--- config.mk ---
export PLATFORM = sky130hd
export DESIGN_NAME = rpn_sequencer
export DESIGN_NICKNAME = d
export VERILOG_FILES = /design/src/rtl/rpn_sequencer.sv
export SDC_FILE = /design/constraint.sdc
export NUM_CORES = 1
export LEC_CHECK = 0
export CELL_PAD_IN_SITES_DETAIL_PLACEMENT = 1
export CELL_PAD_IN_SITES_GLOBAL_PLACEMENT = 2
export CORE_MARGIN = 3
export CORE_UTILIZATION = 26
export CTS_CLUSTER_SIZE = 20
export DETAILED_ROUTE_END_ITERATION = 16
export GPL_TIMING_DRIVEN = 0
export PLACE_DENSITY = 0.81
export SETUP_SLACK_MARGIN = 0.2
export SLEW_MARGIN = 20
export SYNTH_ARGS = -nofsm -noshare
export SYNTH_HDL_FRONTEND = slang
export SYNTH_SLANG_ARGS = --single-unit
--- constraint.sdc ---
create_clock -name clk -period 2.85 [get_ports clk]
set_clock_uncertainty 0.2 [all_clocks]
set_input_delay 0.7125 -clock clk [delete_from_list [all_inputs] [get_ports clk]]
set_output_delay 0.7125 -clock clk [all_outputs]
set_load 0.1 [all_outputs]
--- src/rtl/rpn_sequencer.sv ---
// RPN token sequencer. It takes one token at a time and drives the operand stack
// and the ALU, reporting each answer or a single error pulse.
module rpn_sequencer #(
  parameter int W           = 16,
  parameter int OP_W        = 4,
  parameter int DEPTH_W     = 4,
  parameter int STACK_DEPTH = 15,
  parameter int TIMEOUT     = 64
) (
  input  logic               clk,
  input  logic               rst,
  input  logic               tok_valid,
  output logic               tok_ready,
  input  logic               tok_is_op,
  input  logic [1:0]         tok_arg_cnt,
  input  logic [W-1:0]       tok_data,
  output logic               stk_push,
  output logic               stk_pop,
  output logic               stk_clear,
  output logic [W-1:0]       stk_wdata,
  input  logic [W-1:0]       stk_rdata,
  input  logic [DEPTH_W-1:0] stk_depth,
  output logic               alu_start,
  output logic [OP_W-1:0]    alu_op,
  output logic [W-1:0]       alu_a,
  output logic [W-1:0]       alu_b,
  input  logic               alu_done,
  input  logic [W-1:0]       alu_result,
  input  logic               alu_err,
  output logic               ans_ready,
  output logic [W-1:0]       ans_data,
  output logic               err,
  output logic [2:0]         err_code
);

  localparam int CNT_W = $clog2(TIMEOUT + 1);

  typedef enum logic [2:0] {
    IDLE, PUSH_NUM, POP_B, POP_A, EXEC, WAIT, PUSH_RES, ERR
  } state_t;

  typedef enum logic [2:0] {
    E_NONE     = 3'd0,
    E_UNDER    = 3'd1,
    E_OVER     = 3'd2,
    E_ALU      = 3'd3,
    E_TIMEOUT  = 3'd4,
    E_ARITY    = 3'd5
  } err_t;

  state_t           state;
  logic [CNT_W-1:0] wait_cnt;

  // NOTE: every register below is assigned with <= so all state updates on the
  // same edge read pre-edge values; a blocking = here would create order races.
  always_ff @(posedge clk) begin
    if (rst) begin
      state     <= IDLE;
      tok_ready <= 1'b0;
      stk_push  <= 1'b0;
      stk_pop   <= 1'b0;
      stk_clear <= 1'b0;
      stk_wdata <= '0;
      alu_start <= 1'b0;
      alu_op    <= '0;
      alu_a     <= '0;
      alu_b     <= '0;
      ans_ready <= 1'b0;
      ans_data  <= '0;
      err       <= 1'b0;
      err_code  <= E_NONE;
      wait_cnt  <= '0;
    end else begin
      // Strobes default low so each one lasts exactly the cycle after it is set.
      stk_push  <= 1'b0;
      stk_pop   <= 1'b0;
      stk_clear <= 1'b0;
      alu_start <= 1'b0;
      ans_ready <= 1'b0;
      err       <= 1'b0;
      tok_ready <= 1'b0;

      case (state)
        IDLE: begin
          tok_ready <= 1'b1;
          if (tok_valid && tok_ready) begin
            tok_ready <= 1'b0;
            if (!tok_is_op) begin
              if (stk_depth == DEPTH_W'(STACK_DEPTH)) begin
                state     <= ERR;
                err       <= 1'b1;
                stk_clear <= 1'b1;
                err_code  <= E_OVER;
              end else begin
                state     <= PUSH_NUM;
                stk_push  <= 1'b1;
                stk_wdata <= tok_data;
              end
            end else begin
              alu_op <= tok_data[OP_W-1:0];
              if (tok_arg_cnt == 2'd0 || tok_arg_cnt == 2'd3) begin
                state     <= ERR;
                err       <= 1'b1;
                stk_clear <= 1'b1;
                err_code  <= E_ARITY;
              end else if (stk_depth < DEPTH_W'(tok_arg_cnt)) begin
                // Underflow is caught before any pop, so the stack is untouched
                // until the flush.
                state     <= ERR;
                err       <= 1'b1;
                stk_clear <= 1'b1;
                err_code  <= E_UNDER;
              end else if (tok_arg_cnt == 2'd2) begin
                state   <= POP_B;
                stk_pop <= 1'b1;
              end else begin
                state   <= POP_A;
                stk_pop <= 1'b1;
                alu_b   <= '0;
              end
            end
          end
        end

        PUSH_NUM: begin
          state     <= IDLE;
          tok_ready <= 1'b1;
        end

        // The top of stack read here is the entry being popped this same cycle.
        POP_B: begin
          alu_b   <= stk_rdata;
          state   <= POP_A;
          stk_pop <= 1'b1;
        end

        POP_A: begin
          alu_a     <= stk_rdata;
          state     <= EXEC;
          alu_start <= 1'b1;
        end

        EXEC: begin
          wait_cnt <= '0;
          state    <= WAIT;
        end

        WAIT: begin
          if (wait_cnt != CNT_W'(TIMEOUT))
            wait_cnt <= wait_cnt + CNT_W'(1);
          // A done arriving on the final allowed cycle takes priority over timeout.
          if (alu_done) begin
            if (alu_err) begin
              state     <= ERR;
              err       <= 1'b1;
              stk_clear <= 1'b1;
              err_code  <= E_ALU;
            end else begin
              state     <= PUSH_RES;
              stk_push  <= 1'b1;
              stk_wdata <= alu_result;
              ans_ready <= 1'b1;
              ans_data  <= alu_result;
            end
          end else if (wait_cnt >= CNT_W'(TIMEOUT - 1)) begin
            state     <= ERR;
            err       <= 1'b1;
            stk_clear <= 1'b1;
            err_code  <= E_TIMEOUT;
          end
        end

        PUSH_RES: begin
          state     <= IDLE;
          tok_ready <= 1'b1;
        end

        ERR: begin
          state     <= IDLE;
          tok_ready <= 1'b1;
        end

        default: state <= IDLE;
      endcase
    end
  end

endmodule

# Yosys cells after proc, flatten, opt, wreduce, memory -nomap -nowiden
# Index checks and enable logic that the tools add are counted.
[op_classes]
add_sub_neg = 1
n_lt_le_gt_ge = 2
eq_ne = 25
mux = 56
n_bitwise = 2
reduce_logical = 16
[op_table]
columns = ["cell", "n"]
rows = [
  ["$mux W16", 10],
  ["$pmux W16 S2", 2],
  ["$mux W3", 15],
  ["$mux W1", 21],
  ["$ne A2 B2 Y1 const B", 10],
  ["$pmux W3 S6", 1],
  ["$reduce_and A6 Y1", 3],
  ["$pmux W7 S2", 1],
  ["$eq A3 B3 Y1 const B", 4],
  ["$ne A3 B3 Y1 const B", 3],
  ["$pmux W1 S2", 4],
  ["$add A7 B1 Y7 const B", 1],
  ["$ge A7 B6 Y1 const B", 1],
  ["$mux W7", 1],
  ["$ne A7 B7 Y1 const B", 1],
  ["$eq A3 B2 Y1 const B", 2],
  ["$pmux W3 S2", 1],
  ["$reduce_and A3 Y1", 2],
  ["$reduce_bool A2 Y1", 3],
  ["$eq A2 B2 Y1 const B", 2],
  ["$eq A4 B4 Y1 const B", 1],
  ["$lt A4 B2 Y1", 1],
  ["$ne A4 B4 Y1 const B", 1],
  ["$reduce_and A2 Y1", 2],
  ["other kinds (8)", 9],
]
[word_totals]
reg_bits = 87
in_bits = 60
output_inout_bits = 78
elab_cells = 116

# Depth between registers and ports, before layout
[logic_depth]
depth_word = 7
ltp_mapped = 7
mapped_depth_nobuf = 7

# Worst setup path after synthesis
# Ideal clock, no wire load.
[synth_timing]
path_kind = "flip-flop to flip-flop"
start = "register tok_ready"
end = "register stk_wdata[0]"
setup_ns = 0.081
arrival_time_ns = 2.139
required_time_ns = 2.569
setup_slack_ns = 0.430
stages_incl_launch_ff = 7
path_buffers = 1
period_less_slack_ns = 2.420
path_cell_list = "dfxtp_1 nand3b_1 o32a_4 nor2_8 buf_6 nor2_2 a211oi_2"
[synth_via]
elab_chain_cells = 3
[synth_lines]
columns = ["element", "line_no", "text"]
rows = [
  ["start: declaration", "13", "output logic tok_ready,"],
  ["start signal: assignment", "59", "tok_ready <= 1'b0;"],
  ["start signal: assignment", "81", "tok_ready <= 1'b0;"],
  ["start signal: assignment", "85", "tok_ready <= 1'b1;"],
  ["$logic_and A1 B1 Y1", "86", "if (tok_valid && tok_ready) begin"],
  ["$ne A2 B2 Y1 (no line)", "n/a", ""],
  ["$reduce_and A6 Y1 (no line)", "n/a", ""],
  ["end signal: assignment", "97", "stk_wdata <= tok_data;"],
  ["end signal: assignment", "161", "stk_wdata <= alu_result;"],
  ["end: declaration", "20", "output logic [W-1:0] stk_wdata,"],
]
# No other way between the ends.
# A chain may end at the register's enable or synchronous reset.

# Final worst setup path
[layout_timing]
start = "register tok_ready"
end = "output port tok_ready"
# No word-level cell between the ends.

==> results.yml <==
run_status:
  status: "completed"
clocking:
  clockBufferDepth: 2
  cts_tree: "done"
  h-tree-depth: 3
  numClockSinks: 87
  clk_pin_slew_ns: 0.06
  cts_root_buf: "clkbuf_16"
  clock_latency_ns: 0.34
  numCtsBuffers: 9
setup_path:
  cp_slowest_cell: "dlygate4sd2_1"
  r2r_cells: 5
  critPathKind: "register to primary output"
  crit_required_ns: 1.94
  start_kind: "register"
  max_stage_delay_ns: 0.89
  rr_endpoint: "alu_op[2]"
  path_max_fanout: 6
  crit_chain: "dlygate4sd2_1"
  crit_family: "buffers and inverters"
  crit_buf_inv: 1
  rrSetupSlack_ns: 0.69
  rr_startpoint: "state[2]"
  end_kind: "primary output"
  cp.arrival_ns: 1.66
layout:
  fillerInstances: 1641
  nets: 617
  diodes: 0
  layout-drive-gt1-share_pct: 15.3
  syn2layout_area_growth_pct: 50.0
sta:
  rsz0062_at_grt: "true"
  timing.hold.ws_ns: 0.253
  drv_slew: 0
  tightest_slew_ns: 1.03
  period_minus_slack_ns: 2.58
  hold_violations: 0
  finalCritPeriodShare_pct: 90.4
  setup_tns_ns: 0
  max_slew_margin_pct: 31.8
  fmax_mhz: 388
  setup_violations: 0
route:
  finalWirelength_um: 12500
  drtIter0Drc: 111
  ant_nets: 0
  drc: 0
  vias_per_cell: 4.73
  drt_first_pass_iters: 4
  post_drt_wl_per_cell_um: 17.0
  vias: 3486
floorplanning:
  start_util_pct: 26.8
  rows: 43
  design.core.area_um2: 13900
  num_io_pins: 138
  die_y_um: 126
  die_x_um: 126
  die-area_um2: 15800
power_and_ir_drop:
  switching_share_pct: 42.8
  comb_power_share_pct: 40.7
  leakage_nw: 2.47
  clkPwrFrac_pct: 28.5
  power_density_nw_per_um2: 843
  seq_power_share_pct: 30.8
  ir_drop_v: 0.000338
  p_switching_w: 0.00202
  p_int_w: 0.00270
logic_synthesis:
  ys_ff_latch: 87
  yosysWarnings: 0
  yosys.cell_types.count: 51
  synth_edf_count: 0
  synthCells: 402
  syn-cell-area_um2: 3730
  synth_ff_type: "dfxtp_1"
  synth_nets: 466
  synth-seq-area-share_pct: 46.7
  ys_async_sr_fraction_pct: 0
  avgSynthCellArea_um2: 9.28
global_route:
  grt_usage_pct: 15.8
  grt_pass1_vias: 3694
  overflow: 0
  grt_pass1_wl_um: 19700
  grt_max_degree: 15
  antenna_found_initial: 0
run:
  max_cap_viol_count: 0
worst_hold_path:
  worstHoldStart: "ans_data[0]"
  worstHoldPathType: "register to register"
  hold_path_depth: 2
  hold-path-endpoint: "ans_data[0]"
placement:
  gp_congestion: 0.807
  dp_hpwl_um: 9520
  io_buffers: 136
==> per-layer routing <==
metal	GRT usage (%)	vias up	routed length [µm]
li1	-	1693	-
met1	18.4	1664	5230
met2	25.8	117	5850
met3	6.87	12	1220
met4	6.06	0	220
met5	0	-	0
==> power groups by stage <==
stage                     Sequential (W)  Clock, W  Combinational (W)
after floorplan                  0.00233         0           0.000610
after global placement           0.00148         0            0.00196
after detailed placement         0.00148         0            0.00198
after CTS                        0.00145   0.00138            0.00192
after global routing             0.00147   0.00143            0.00202
final                            0.00145   0.00134            0.00192
==> layout by cell type (no fill, tap or decap), types with 10 or more instances in the layout <==
cell type	synthesis	layout
buf_2	10	10
nor2_2	15	15
clkdlybuf4s50_1	0	57
a21oi_1	37	37
mux2i_1	22	22
nor2_1	38	38
dlygate4sd2_1	0	78
nand2_1	73	73
a22oi_2	10	10
dfxtp_1	87	87
a211oi_2	14	14
==> how the worst max path moves through the flow <==
stage / startpoint / endpoint / slack, ns / cells past startpoint
4_1_cts: alu_done / ans_data[6] / 0.24 / 7
3_3_place_gp: tok_arg_cnt[1] / alu_b[13] / -0.15 / 8
5_1_grt: tok_arg_cnt[0] / err_code[1] / 0.15 / 9
6_report: tok_ready / tok_ready / 0.27 / 1
2_1_floorplan: tok_ready / stk_wdata[0] / 0.43 / 6
3_5_place_dp: tok_arg_cnt[1] / alu_b[10] / -0.19 / 8
==> cell type report <==
| cell class | instances | area (µm²) | share of cell area [%] |
|---|---|---|---|
| Multi-Input combinational cell | 281 | 1820 | 32.4 |
| Sequential cell | 87 | 1740 | 31.1 |
| Timing Repair Buffer | 140 | 1300 | 23.2 |
| Clock buffer | 10 | 229 | 4.09 |
| Tap cell | 180 | 225 | 4.03 |
| Buffer | 28 | 154 | 2.75 |
| Clock inverter | 5 | 108 | 1.92 |
| Inverter | 6 | 22.5 | 0.403 |
==> what timing repair did <==
action / CTS / global route
setup endpoints to repair: 88 / 25
pin swaps: 1 / 6
gates resized for setup: 78 / 5
setup buffers: 2 / 2
cloned: 0 / 0
hold buffers: 0 / 0
==> synth_stat cells, types with 5 or more instances <==
| library cell | n | area share, % |
|---|---|---|
| inv_1 | 6 | 0.60 |
| nand4_1 | 5 | 0.84 |
| dfxtp_1 | 87 | 47 |
| mux2i_1 | 22 | 5.9 |
| buf_2 | 10 | 1.3 |
| nor2_1 | 38 | 3.8 |
| a211oi_2 | 14 | 4.7 |
| nor2_2 | 15 | 2.5 |
| a22oi_1 | 7 | 1.4 |
| nand2_1 | 73 | 7.3 |
| a21oi_1 | 37 | 5.0 |
| a22oi_2 | 10 | 3.4 |
| clkbuf_1 | 9 | 0.91 |
==> sequential cells by signal, indices dropped and copies added, names as in the netlist <==
name	count
alu_b	16
alu_op	4
stk_push	1
ans_data	16
stk_pop	1
tok_ready	1
alu_a	16
stk_wdata	16
err_code	3
alu_start	1
wait_cnt	7
ans_ready	1
state	3
err	1
==> stage by stage <==
step                      utilization [%]  power (W)  instances  area, µm²  worst slack (ns)
after floorplan                         -    0.00294        402       3730             0.430
after global placement               38.2    0.00344        718       5320            -0.147
after detailed placement             38.2    0.00346        718       5320            -0.190
after CTS                            40.0    0.00475        735       5570             0.245
after global routing                 40.2    0.00493        737       5600             0.146
final                                40.2    0.00472        737       5600             0.275
==> cell families (layout without fill, tap and decap cells) <==
| logic type | count (synthesis) | count (layout) | share of synthesized area (%) |
|---|---|---|---|
| buffers and inverters | 34 | 189 | 4.70 |
| XOR/XNOR | 4 | 4 | 0.939 |
| multiplexers | 22 | 22 | 5.90 |
| AO/OA/AOI/OAI | 93 | 93 | 20.7 |
| AND/OR/NAND/NOR | 158 | 158 | 19.7 |
| flip-flops | 87 | 87 | 46.7 |
| adder cells (fa/ha/maj) | 4 | 4 | 1.34 |
==> worst reg2reg max path, cell delays in order, from the launching register on <==
cell and delay [ns]:
dfxtp_1 0.39, nor3_1 0.43, inv_1 0.14, nor2_1 0.53
mux2i_1 0.28, nor2_1 0.06
No activity file was read; power rests on OpenSTA's default activity.
